==> src/rtl/bru_pkg.sv <==
// Shared types and defaults for the PC redirect controller.
package bru_pkg;

  typedef enum logic [1:0] {
    IDLE   = 2'd0,
    PEND   = 2'd1,
    SQUASH = 2'd2
  } bru_state_e;

  localparam int BRU_SQUASH_CYC_DEF = 1;

  typedef logic [31:0] bru_cnt_t;

endpackage

==> src/rtl/bru_perf_cnt.sv <==
// Free-running performance counters for accepted redirects and fetch-wait cycles.
module bru_perf_cnt
  import bru_pkg::*;
(
  input  logic        clk,
  input  logic        reset,
  input  logic        inc_taken,
  input  logic        inc_wait,
  output logic [31:0] taken_cnt,
  output logic [31:0] wait_cnt
);

  bru_cnt_t taken_q, taken_d;
  bru_cnt_t wait_q,  wait_d;

  always_comb begin
    taken_d = taken_q + bru_cnt_t'(inc_taken);
    wait_d  = wait_q  + bru_cnt_t'(inc_wait);
  end

  always_ff @(posedge clk) begin
    if (reset) begin
      taken_q <= '0;
      wait_q  <= '0;
    end else begin
      taken_q <= taken_d;
      wait_q  <= wait_d;
    end
  end

  assign taken_cnt = taken_q;
  assign wait_cnt  = wait_q;

endmodule

==> src/rtl/pc_redirect_ctrl.sv <==
// Branch redirect sequencer: holds the EX redirect until fetch accepts, then squashes the wrong path.
// Optional performance counters are built when BRU_PERF_CNT_EN is defined.
module pc_redirect_ctrl
  import bru_pkg::*;
#(
  parameter int PC_W       = 9,
  parameter int SQUASH_CYC = BRU_SQUASH_CYC_DEF
) (
  input  logic            clk,
  input  logic            reset,
  input  logic            ex_valid,
  input  logic            ex_stall,
  input  logic            ex_pc_sel,
  input  logic [31:0]     ex_br_pc,
  input  logic            fetch_ready,
  output logic            redirect_valid,
  output logic [PC_W-1:0] redirect_pc,
  output logic            flush_ifid,
  output logic            flush_idex,
  output logic            misalign_err,
  output logic            busy,
  output logic [31:0]     taken_cnt,
  output logic [31:0]     wait_cnt
);

  localparam int SQ_W = (SQUASH_CYC < 1) ? 1 : $clog2(SQUASH_CYC + 1);
  localparam logic [SQ_W-1:0] SQ_INIT = SQ_W'(SQUASH_CYC);
  // After acceptance, a zero-length squash window returns straight to IDLE.
  localparam bru_state_e ACCEPT_ST = (SQUASH_CYC == 0) ? IDLE : SQUASH;

  bru_state_e      state_q, state_d;
  logic [PC_W-1:0] tgt_q, tgt_d;
  logic [SQ_W-1:0] sq_cnt_q, sq_cnt_d;
  logic            misalign_q, misalign_d;

  logic            take;
  logic            idle_take;
  logic [PC_W-1:0] aligned_pc;
  logic            unused_br_bits;

  assign take       = ex_valid & ex_pc_sel & ~ex_stall;
  assign idle_take  = (state_q == IDLE) & take;
  assign aligned_pc = {ex_br_pc[PC_W-1:1], 1'b0};
  assign unused_br_bits = ^ex_br_pc;

  // NOTE: every variable assigned here gets a default first so no path leaves it unassigned (no latch).
  always_comb begin
    state_d    = state_q;
    tgt_d      = tgt_q;
    sq_cnt_d   = sq_cnt_q;
    misalign_d = 1'b0;
    case (state_q)
      IDLE: begin
        if (take) begin
          tgt_d      = aligned_pc;
          misalign_d = ex_br_pc[1];
          if (fetch_ready) begin
            state_d  = ACCEPT_ST;
            sq_cnt_d = SQ_INIT;
          end else begin
            state_d  = PEND;
          end
        end
      end
      PEND: begin
        if (fetch_ready) begin
          state_d  = ACCEPT_ST;
          sq_cnt_d = SQ_INIT;
        end
      end
      SQUASH: begin
        sq_cnt_d = sq_cnt_q - SQ_W'(1);
        if (sq_cnt_q == SQ_W'(1)) state_d = IDLE;
      end
      default: state_d = IDLE;
    endcase
  end

  // NOTE: sequential state uses non-blocking assignments so all flops update from pre-edge values.
  always_ff @(posedge clk) begin
    if (reset) begin
      state_q    <= IDLE;
      tgt_q      <= '0;
      sq_cnt_q   <= '0;
      misalign_q <= 1'b0;
    end else begin
      state_q    <= state_d;
      tgt_q      <= tgt_d;
      sq_cnt_q   <= sq_cnt_d;
      misalign_q <= misalign_d;
    end
  end

  // Mealy on take so fetch sees the redirect in the same cycle EX resolves it.
  assign redirect_valid = idle_take | (state_q == PEND);
  assign redirect_pc    = (state_q == IDLE) ? aligned_pc : tgt_q;
  assign flush_idex     = redirect_valid;
  assign flush_ifid     = redirect_valid | (state_q == SQUASH);
  assign busy           = (state_q != IDLE);
  assign misalign_err   = misalign_q;

`ifdef BRU_PERF_CNT_EN
  bru_perf_cnt u_perf_cnt (
    .clk       (clk),
    .reset     (reset),
    .inc_taken (idle_take),
    .inc_wait  (state_q == PEND),
    .taken_cnt (taken_cnt),
    .wait_cnt  (wait_cnt)
  );
`else
  assign taken_cnt = 32'b0;
  assign wait_cnt  = 32'b0;
`endif

endmodule

==> config.mk <==
export PLATFORM = sky130hd
export DESIGN_NAME = pc_redirect_ctrl
export DESIGN_NICKNAME = d
export VERILOG_FILES = /design/src/rtl/bru_pkg.sv /design/src/rtl/bru_perf_cnt.sv /design/src/rtl/pc_redirect_ctrl.sv
export SDC_FILE = /design/constraint.sdc
export NUM_CORES = 1
export LEC_CHECK = 0
export ABC_AREA = 1
export BUFFER_PORTS_ARGS = -buffer_cell sky130_fd_sc_hd__buf_2
export CAP_MARGIN = 10
export CORE_AREA = 2 2 46 80
export CTS_CLUSTER_SIZE = 28
export DETAILED_ROUTE_END_ITERATION = 12
export DIE_AREA = 0 0 48 82
export HOLD_SLACK_MARGIN = 0.08
export PLACE_DENSITY = 0.77
export SLEW_MARGIN = 30
export SYNTH_ARGS = -nofsm -noshare
export SYNTH_HDL_FRONTEND = slang
export SYNTH_SLANG_ARGS = --single-unit
==> constraint.sdc <==
create_clock -name clk -period 1.48 [get_ports clk]
set_clock_uncertainty 0.2 [all_clocks]
set_input_delay 0.074 -clock clk [delete_from_list [all_inputs] [get_ports clk]]
set_output_delay 0.074 -clock clk [all_outputs]
set_load 0.01 [all_outputs]
# --- Word-level counts from Yosys, hierarchy flattened ---
# Cells that the tools add are included.
# W data, S select, Z words.
word_totals:
  regBits: 12
  in_bits: 38
  output_inout_bits: 78
  elab_cells: 34
classes:
  n_addsub: 1
  eq_ne: 5
  muxes: 9
  bitwise_logic: 8
  n_reduce_logical: 7
op_table:
  columns: ["operator", "n"]
  rows:
  - ["$mux W9", 1]
  - ["$mux W2", 4]
  - ["$ne A2 B2 Y1 const B", 3]
  - ["$pmux W2 S3", 1]
  - ["$reduce_and A2 Y1", 2]
  - ["$and A1 B1 Y1", 3]
  - ["$not A1 Y1", 3]
  - ["$pmux W1 S3", 1]
  - ["$reduce_and A3 Y1", 1]
  - ["$reduce_bool A3 Y1", 1]
  - ["$reduce_or A3 Y1", 1]
  - ["$eq A2 B1 Y1 const B", 1]
  - ["$eq A2 B2 Y1 const B", 1]
  - ["$logic_not A2 Y1", 1]
  - ["$mux W1", 2]
  - ["$or A1 B1 Y1", 2]
  - ["$reduce_bool A2 Y1", 1]
  - ["$sub A1 B1 Y1 const B", 1]

# --- Longest topological paths before layout ---
logic_depth:
  ltp_word: 5
  depth_mapped: 7
  depth_no_buf: 6

# --- Worst setup path after synthesis ---
# OpenSTA, ideal clock, no wires.
synth_path:
  kind: "reg2out"
  startpoint: "register state_q[1]"
  endpoint: "output port flush_ifid"
  arrival_time_ns: 0.959
  setup_slack_ns: 0.247
  path_stages_with_launch: 7
  cell_sequence: "dfxtp_1 -> buf_6 -> nor2_4 -> buf_6 -> inv_4 -> nor2_1 -> a21oi_1"
synth_between:
  elab_chain_cells: 4
synth_rtl:
  columns: ["element", "line_no", "text"]
  rows:
  - ["start, declared", "pc_redirect_ctrl.sv:31", "bru_state_e state_q, state_d;"]
  - ["start signal, assigned", "pc_redirect_ctrl.sv:87", "state_q <= state_d;"]
  - ["$logic_not A2 Y1", "pc_redirect_ctrl.sv:42", "assign idle_take = (state_q == IDLE) & take;"]
  - ["$and A1 B1 Y1", "pc_redirect_ctrl.sv:42", null]
  - ["$or A1 B1 Y1", "pc_redirect_ctrl.sv:95", "assign redirect_valid = idle_take | (state_q == PEND);"]
  - ["$or A1 B1 Y1 (*)", "pc_redirect_ctrl.sv:98", "assign flush_ifid = redirect_valid | (state_q == SQUASH);"]
  - ["end, declared", "pc_redirect_ctrl.sv:18", "output logic flush_ifid,"]
# Every way passes the cells marked *; elsewhere a longest branch is shown, timed or not.

# --- Worst setup path after layout ---
layout_path:
  startpoint: "register state_q[0]"
  endpoint: "output port flush_ifid"
# Same word-level chain as after synthesis.

==> key figures <==
Synthesis
  – Synth top area share: 44.90%
  – Post-synthesis mux area share: 0%
  – Syn Inst Count: 161
  – Seq cells post-synth: 12
  – Post-synthesis xor/xnor area fraction: 0%
  – Largest family of logic cells by synthesized area: buffers and inverters
  – Syn_area_per_cell: 6.854 um^2
  – Synth Area in Compound Gates: 5.669%
  – Synth top area cells: buf_4, dfxtp_1, nand2_1
  – Number of synthesis warnings: 0
  – Register area share after synthesis: 21.77%
  – Area of the mapped netlist: 0.001104 mm^2
  – Largest area contributor in the netlist: buf_4
  – Post-synthesis simple-gate area fraction: 22.56%
  – Synth unique cells: 16
  – Synth Area in Adders: 0%

Timing
  – Final Hold Vio Count: 1
  – Max Clk Rate: 691.0 MHz
  – Post-layout min period: 1447 ps
  – Crit share post-route: 97.78%
  – Final Slew Violations: 0
  – RSZ-0062 raised after global routing: yes
  – Final setup viols: 0
  – Hold Slack: -1.319 ps

Floorplan
  – Num rows: 28
  – Die Height: 82 um
  – Die Width: 48 um
  – Initial Utilization: 33.16%
  – Top Ports: 116
  – Die footprint: 0.003936 mm^2
  – Core area: 0.003328 mm^2

Place
  – Post-DP HPWL: 1524 um
  – RePlAce Congestion: 0.6917
  – Post-DP Area: 0.001035 mm^2
  – # port buffers: 26

Power and ir drop
  – Cell Pwr Density: 776.9 mW/mm^2
  – Max VDD drop: 332.9 uV
  – Total power of the final layout: 0.9692 mW
  – Leak: 0.7046 nW

CTS
  – CTS tree: built
  – H-Tree Depth: 1
  – CTS buffer count: 3
  – Clock Path Buffers: 2
  – Clock sinks: 12
  – CTS Root Cell: clkbuf_8
  – Clock Latency Late Sink: 240 ps
  – Clk slew on worst S/H paths: 50 ps

Setup path
  – Critical Path Start Type: flop
  – CP Capture Type: output port
  – Worst Path Required: 1210 ps
  – WS Path Type: reg2out
  – WP data arrival: 1170 ps
  – Crit Path Max Fanout: 10

Routing
  – Met2 WL: 994 um
  – Antenna viol nets, final: 0
  – DR iter-0 viols: 12
  – Detailed-route DRC error count: 0
  – DR pass1 iterations: 3
  – Detail Route met3 WL: 265 um
  – Wl on met1: 602 um
  – Via count: 891
  – Post-DR vias/cell: 3.578
  – Top sig layer: met4
  – Wire per inst: 7.586 um
  – Wirelength, routed: 1889 um

Outcome
  – Status: complete, but fails checks
  – Violated checks: negative hold slack

Finish
  – Antenna Cells: 0
  – Area of the multi-input gates: 566.8 um^2
  – Share of cells above drive strength 1: 21.08%
  – Nets: 243
  – Area growth from synthesis to layout: 13.04%
  – Post-Layout Inst Area: 0.001247 mm^2
  – Fillcell total: 384
  – Register area: 241.5 um^2

GRT
  – Gr ovfl total: 0
  – GRT Total Usage: 9.159%
  – Largest net degree at the start of global routing: 11
  – Number of global-route vias before repair: 645
  – Antenna violations before repair: 0
  – First-pass GRT wire length: 2580 um

Run
  – Max-Cap Viols: 0

Hold path
  – Worst Hold Class: in2reg
-- registers in the layout, indices dropped and copies added, names as in the netlist --
signal	cells
misalign_err	1
tgt_q	8
state_q	2
sq_cnt_q	1
-- worst max-delay path: stages (launching register included) --
cell     delay [ps]
dfxtp_2         340
nor2_4          200
inv_4            90
nor2_2          130
a21oi_1          40
buf_2           130
-- power breakdown --
part	switching, mW	leakage, nW	internal [mW]
clock	0.115	0.0288	0.235
sequential	0.00966	0.0984	0.340
combinational	0.173	0.577	0.0962
total	0.298	0.705	0.671
-- through the flow --
step	hold slack (ps)	utilization [%]	std cells	setup slack (ps)	TNS, ps
6_report	-1.319	37.48	249	32.92	0
5_1_grt	24.57	37.48	249	-37.51	-97.84
4_1_cts	7.960	36.05	246	25.56	0
3_5_place_dp	90.19	31.09	231	190.2	0
3_3_place_gp	86.14	31.09	231	210.7	0
2_1_floorplan	-56.93	-	225	247.4	0
-- cells in the mapped netlist --
cell,n
dfxtp_1,12
inv_1,5
nor2_4,1
a21oi_1,4
nand2_1,34
o21ai_0,7
conb_1,1
nand3b_1,1
a211oi_1,1
nor2_1,20
buf_4,66
clkinv_2,1
nand3_1,3
nand2_2,2
inv_4,1
buf_6,2
-- logic make-up after synthesis --
logic type / count (synthesis)
other: 1
flip-flops: 12
AND/OR/NAND/NOR: 61
AO/OA/AOI/OAI: 12
buffers and inverters: 75
-- layout make-up --
class                   count  area share (%)
flip-flops and latches     12           19.36
repair buffers             43           23.87
multi-input cells         138           45.44
inverters                   7           2.407
well taps                  45           4.514
clock buffers               4           4.413
-- per-layer routing --
layer	vias up	track usage [%]
met1	375	8.333
met2	66	16.67
met3	4	4.176
li1	446	-
met4	0	3.243
met5	-	0
-- placed cells by master, fill, tap and decap left out --
cell and count:
clkinv_2 1, a21oi_2 1, clkbuf_8 4, buf_2 26
a211oi_1 1, buf_4 2, o21ai_0 7, nand2_2 2
buf_6 2, nand3_1 2, nand3b_1 1, a21oi_1 3
nand2_1 34, nand3_2 1, dfxtp_2 1, nor2_1 19
dfxtp_1 11, inv_4 1, nor2_4 1, dlygate4sd3_1 13
nor2_2 1, inv_1 5, conb_1 65
-- repair_timing --
item	4_1_cts	5_1_grt
setup buffers	0	1
resized for setup	0	6
endpoints found under the setup margin	0	11
hold buffers	11	2
endpoints found under the hold margin	12	2
-- final timing paths --
kind / startpoint / endpoint / slack (ps) / depth (start not counted)
min reg2reg: tgt_q[1] / tgt_q[1] / 260 / 2
min: ex_stall / state_q[1] / -1 / 4
max reg2reg: state_q[0] / sq_cnt_q / 160 / 6
max: state_q[0] / flush_ifid / 30 / 5
Power figures use the tool's default switching activity.
